## config.mk

```make
export PLATFORM = sky130hd
export DESIGN_NAME = io_input_arbiter
export DESIGN_NICKNAME = d
export VERILOG_FILES = /design/src/rtl/io_input_arbiter.sv
export SDC_FILE = /design/constraint.sdc
export NUM_CORES = 1
export LEC_CHECK = 0
export CAP_MARGIN = 20
export CORE_MARGIN = 10
export CORE_UTILIZATION = 42
export CTS_CLUSTER_DIAMETER = 150
export DETAILED_ROUTE_END_ITERATION = 8
export PLACE_DENSITY = 0.77
export REMOVE_ABC_BUFFERS = 1
export SYNTH_ARGS = -nofsm -noshare
export SYNTH_HDL_FRONTEND = slang
export SYNTH_SLANG_ARGS = --single-unit
export TNS_END_PERCENT = 10
```

## constraint.sdc

```tcl
create_clock -name clk -period 1.9 [get_ports clk]
set_clock_uncertainty 0.15 [all_clocks]
set_input_delay 0.475 -clock clk [delete_from_list [all_inputs] [get_ports clk]]
set_output_delay 0.475 -clock clk [all_outputs]
set_load 0.01 [all_outputs]
```

## src/rtl/io_input_arbiter.sv

```systemverilog
// io_input_arbiter: round-robin share of one byte-stream input source between
// two requesters. Captures the current source word on grant, pulses the source
// advance strobe once per delivered word, and returns word + end-of-stream flag
// through a per-requester req/ack handshake.
//
// Optional feature macro IO_ARB_EOF_NEG1_EN: when defined the word returned at
// end-of-stream is all-ones (-1 in subleq arithmetic); otherwise all-zeros.

`ifndef WORD_SIZE
`define WORD_SIZE 8
`endif

module io_input_arbiter #(
  parameter int unsigned WIDTH = `WORD_SIZE
) (
  input  logic             clk,
  input  logic             areset,
  input  logic [1:0]       req,
  output logic [1:0]       ack,
  output logic [WIDTH-1:0] rd_data,
  output logic             rd_eof,
  input  logic [WIDTH-1:0] src_data,
  input  logic             src_eof,
  output logic             src_read,
  output logic             busy
);

`ifdef IO_ARB_EOF_NEG1_EN
  localparam logic [WIDTH-1:0] EofValue = '1;
`else
  localparam logic [WIDTH-1:0] EofValue = '0;
`endif

  typedef enum logic [1:0] {
    StIdle,
    StAck,
    StSettle
  } state_e;

  state_e state_q;
  logic   last_q;   // index of the requester granted most recently
  logic   winner;

  // Pick the winner: a lone requester wins, contention goes to the one not granted last.
  always_comb begin
    winner = 1'b0;
    if (req == 2'b11) begin
      winner = ~last_q;
    end else begin
      winner = req[1];
    end
  end

  // Transaction FSM with registered handshake and source-strobe outputs.
  always_ff @(posedge clk or negedge areset) begin
    if (!areset) begin
      state_q  <= StIdle;
      last_q   <= 1'b1;
      ack      <= 2'b00;
      rd_data  <= '0;
      rd_eof   <= 1'b0;
      src_read <= 1'b0;
    end else begin
      unique case (state_q)
        StIdle: begin
          if (req != 2'b00) begin
            state_q  <= StAck;
            ack      <= winner ? 2'b10 : 2'b01;
            rd_eof   <= src_eof;
            rd_data  <= src_eof ? EofValue : src_data;
            // Never advance a source that has nothing left to give.
            src_read <= ~src_eof;
            last_q   <= winner;
          end
        end
        StAck: begin
          state_q  <= StSettle;
          ack      <= 2'b00;
          src_read <= 1'b0;
        end
        StSettle: begin
          // One idle-looking cycle so the source can present its next word.
          state_q <= StIdle;
        end
        default: begin
          state_q <= StIdle;
        end
      endcase
    end
  end

  assign busy = (state_q != StIdle);

endmodule

```

Yosys cells after proc, flatten, opt, wreduce, memory -nomap -nowiden
Index checks and enable logic that the tools add are counted.

storage, ports and cells
  bits in registers = 15
  bits of input ports = 13
  output and inout bits = 13
  logic and storage cells = 26

operators by class
  eq/ne operators = 3
  mux-type cells = 9
  bitwise logic cells = 2
  reductions and logical operators = 6

operators by type and width
  kind                                           count
  2-to-1 mux 8 bit                               1
  one-hot mux 2 bit (2 select lines)             2
  2-to-1 mux 2 bit                               3
  nonzero test 2 bit                             3
  AND reduction 2 bit                            2
  == test 2 x 1 -> 1 bit, second input constant  1
  == test 2 bit, second input constant           1
  logical NOT 2 bit                              1
  2-to-1 mux 1 bit                               2
  != test 2 bit, second input constant           1
  NOT 1 bit                                      2
  one-hot mux 1 bit (2 select lines)             1

Depth between registers and ports, before layout
  depth after elaboration = 5
  gate-level depth with buffers = 4

Worst setup path after synthesis
OpenSTA, ideal clock, no wires.

  path type = flip-flop to flip-flop
  start point = reg state_q[0]
  end point = reg rd_data[0]
  library setup time = 0.125 ns
  data arrival time = 1.134 ns
  data required time = 1.625 ns
  slack = 0.490 ns
  stages on the path, launching flop included = 5
  clock period less this slack = 1.410 ns
  cells stage by stage = dfrtp_1 nor2_4 o21a_4 buf_12 mux2_4

between the ends
  longest elaborated chain between the ends = 2

RTL lines
  what                                  line  source
  from (decl)                           40    state_e state_q;
  from (signal assigned)                57    state_q <= StIdle;
  from (signal assigned)                67    state_q <= StAck;
  from (signal assigned)                77    state_q <= StSettle;
  logical NOT 2 bit                     64    unique case (state_q)
  AND reduction 2 bit (no source line)  n/a
  to (signal assigned)                  70    rd_data <= src_eof ? EofValue : src_data;
  to (decl)                             20    output logic [WIDTH-1:0] rd_data,

No other way between the ends.
A chain may end at the register's enable or synchronous reset.

Final worst setup path
  start point = reg rd_data[6]
  end point = out rd_data[6]

No word-level cell between the ends.

==> flow_metrics.py <==
metrics = {
    "run_status": {
        "run_status": "finished, final reports clean",
    },
    "global_route": {
        "first_global_vias": 551,
        "antenna_found_initial": 0,
        "largest_net_degree_at_the_start_of_global_routing": 12,
        "wire_length_of_the_first_global_routing_pass_um": 2540,
        "global_route.usage.total_pct": 9.11,
        "global_route.overflow_total": 0,
    },
    "detailed_routing": {
        "routed-via-count": 497,
        "totalWireLength_um": 1550,
        "wl_per_cell_um": 15.3,
        "drt_iter0_markers": 1,
        "post_drt_via_cell_ratio": 4.92,
        "antenna_violating_nets_left": 0,
        "drt_pre_antenna_iters": 2,
        "detail_route.drc_violations": 0,
    },
    "clock_network": {
        "clockRootBuffer": "sky130_fd_sc_hd__clkbuf_4",
        "numCtsBuffers": 3,
        "cts_buffer_depth": 2,
        "clock_tree.htree_level_count": 1,
        "worst_skew_pair_later_pin_latency_ps": 280,
        "cts_hold_buffers": 0,
        "path_clk_slew_ps": 80,
        "clkSinkCount": 15,
        "cts_tree": "built",
    },
    "power_and_ir_drop": {
        "power.density_cell_area_mw_per_mm2": 1590,
        "combinationalPowerShare_pct": 52.5,
        "max-vdd-ir-drop_uv": 805,
        "power.net_switching_w": 0.000522,
        "cell_internal_pwr_w": 0.00110,
        "clock_power_share_pct": 10.7,
        "total_power_w": 0.00162,
        "sw_frac_of_total_pct": 32.2,
        "cellLeakagePower_nw": 0.473,
        "pwr-share-seq_pct": 36.9,
    },
    "placed_design": {
        "last_weighted_congestion_value_of_the_routability_driven_placer": 0.874,
        "hpwlAfterDp_um": 1220,
        "post_dp_cell_area_um2": 971,
        "io_buffers": 25,
    },
    "floorplanning": {
        "io-pin-count": 26,
        "die_x_um": 60.6,
        "initial_util_pct": 45.3,
        "floorplan.die.height_um": 60.6,
        "row_count": 14,
        "die_area_mm2": 0.00367,
        "placeableCoreArea_mm2": 0.00152,
    },
    "logic_synthesis": {
        "asyncSetResetFlopFracSynth_pct": 100,
        "synthTopCellsByCount": "sky130_fd_sc_hd__dfrtp_1 (14), sky130_fd_sc_hd__mux2_4 (8), sky130_fd_sc_hd__nor2b_1 (8)",
        "number_of_enable_type_register_cells_in_the_synthesized_netlist": 0,
        "synth_area_leader_cell": "sky130_fd_sc_hd__dfrtp_1",
        "yosysMostFrequentCell": "sky130_fd_sc_hd__dfrtp_1",
        "synth_cells": 50,
        "yosys.cell_types.count": 20,
        "yosys_most_used_dff": "sky130_fd_sc_hd__dfrtp_1",
        "synth_area_um2": 691,
        "synth.area.top_cells": "sky130_fd_sc_hd__dfrtp_1 (51%), sky130_fd_sc_hd__mux2_4 (17%), sky130_fd_sc_hd__nor2b_1 (7.2%)",
        "ys.warnings.count": 0,
        "synth.avg_cell_area_um2": 13.8,
        "yosys_register_bits": 15,
        "post-synth-top-area-fraction_pct": 50.7,
        "synth_seq_area_share_pct": 54.5,
    },
    "critical_path": {
        "start_kind": "flop",
        "worstPathArrival_ps": 1190,
        "crit_path_end": "rd_data[6]",
        "crit-reg2reg-capture": "rd_eof",
        "crit_path_buf_inv_count": 1,
        "worst-path-max-fanout": 2,
        "rr_worst_depth": 4,
        "timing.critical_path.max_delay_family": "buffers and inverters",
        "timing.setup.critical_path_class": "reg2out",
        "critical_path.max_stage_delay_ps": 550,
        "crit_path_max_delay_cell_type": "sky130_fd_sc_hd__clkdlybuf4s50_1",
        "worstSetupStartpoint": "rd_data[6]",
        "critical_path.reg2reg.startpoint": "state_q[1]",
        "critPathCaptureType": "primary output",
        "critical_path.cell_chain": "clkdlybuf4s50_1",
        "worst-r2r-setup-slack_ps": 350,
        "critical_path_cell_count": 1,
        "worst_ep_required_time_ps": 1270,
    },
    "sta": {
        "max_slew_margin_pct": 77.1,
        "fin_tns_setup_ps": 0,
        "final-hold-violation-count": 0,
        "finalMaxSlewViolations": 0,
        "setup_violations": 0,
        "layout_worst_path_cycle_share_pct": 95.5,
        "min_period_ps": 1810,
        "clock.fmax_ghz": 0.551,
        "max_slew.worst_pin.slew_ps": 343,
        "rsz0062_at_grt": "no",
    },
    "finish": {
        "final_cell_area_mm2": 0.00102,
        "nNetsFinal": 99,
        "post_route_cells_drive_above_1_share_pct": 28.2,
        "antenna_diodes": 0,
        "area_growth_syn_to_layout_pct": 48.0,
    },
    "run": {
        "drv.max_cap_violation_count": 0,
    },
    "hold_path": {
        "hp-class": "in2async",
    },
}
-- sequential cells by signal, indices dropped and copies added (netlist names) --
| name | flops |
|---|---|
| rd_data | 8 |
| ack | 2 |
| rd_eof | 1 |
| src_read | 1 |
| last_q | 1 |
| state_q | 2 |
-- how the worst min path moves through the flow --
stage,from,endpoint,slack (ps)
final,areset,src_read,340
after global placement,ack[1],ack[1],340
after global routing,areset,src_read,360
after floorplan,areset,ack[0],30
after CTS,areset,rd_data[6],340
after detailed placement,rd_data[3],rd_data[3],340
-- placed cells by master (no fill, tap or decap), types with 2 or more instances in the layout --
master and n:
sky130_fd_sc_hd__clkdlybuf4s50_1 23, sky130_fd_sc_hd__dfrtp_1 13, sky130_fd_sc_hd__nor2b_1 8, sky130_fd_sc_hd__mux2_4 8, sky130_fd_sc_hd__buf_4 7, sky130_fd_sc_hd__clkbuf_4 3
sky130_fd_sc_hd__inv_1 2, sky130_fd_sc_hd__a21oi_1 2, sky130_fd_sc_hd__nand2_1 2
-- routing by layer --
layer | vias up | part of all wire [%] | track usage (%)
met5 | - | 0 | 0
met4 | 0 | 0.97 | 3.76
met3 | 2 | 11 | 5.22
met2 | 26 | 44 | 13.8
met1 | 229 | 44 | 10.3
li1 | 240 | - | -
-- cells by family (layout without fill, tap and decap cells) --
| group | Yosys count | after routing | synth area share [%] |
|---|---|---|---|
| flops | 15 | 15 | 54.5 |
| simple gates | 15 | 15 | 13.4 |
| mux | 10 | 10 | 20.5 |
| compound gates | 7 | 7 | 7.61 |
| buf+inv | 3 | 38 | 3.99 |
-- layout make-up --
type                       count  area (µm²)
clock buffer                   4        26.3
fill                         132         502
inverter                       2        7.51
multi-input combinational     32         287
sequential                    15         378
tap                           16        20.0
timing repair buffer          32         304
-- timing repair --
item	CTS	global route
endpoints found under the setup margin	1	1
buffers inserted	3	0
pin swaps	1	0
resized for setup	2	1
-- power by group through the flow --
stage / clock network (W) / registers [W] / logic (W)
floorplan: 0 / 0.000649 / 0.000369
global placement: 0 / 0.000604 / 0.000792
detailed placement: 0 / 0.000608 / 0.000811
CTS: 0.000179 / 0.000599 / 0.000866
global route: 0.000190 / 0.000616 / 0.000924
finish: 0.000173 / 0.000598 / 0.000851
-- metrics by stage --
| stage | utilization, % | hold WS [ps] | std cells | setup slack (ps) |
|---|---|---|---|---|
| 2_1_floorplan | - | 29.4 | 49 | 477 |
| 3_3_place_gp | 63.7 | 343 | 94 | 32.3 |
| 3_5_place_dp | 63.7 | 341 | 94 | 20.9 |
| 4_1_cts | 66.9 | 340 | 101 | 36.8 |
| 5_1_grt | 67.1 | 357 | 101 | 22.4 |
| 6_report | 67.1 | 340 | 101 | 85.4 |
Note: power is estimated with default switching activity, not from simulation.
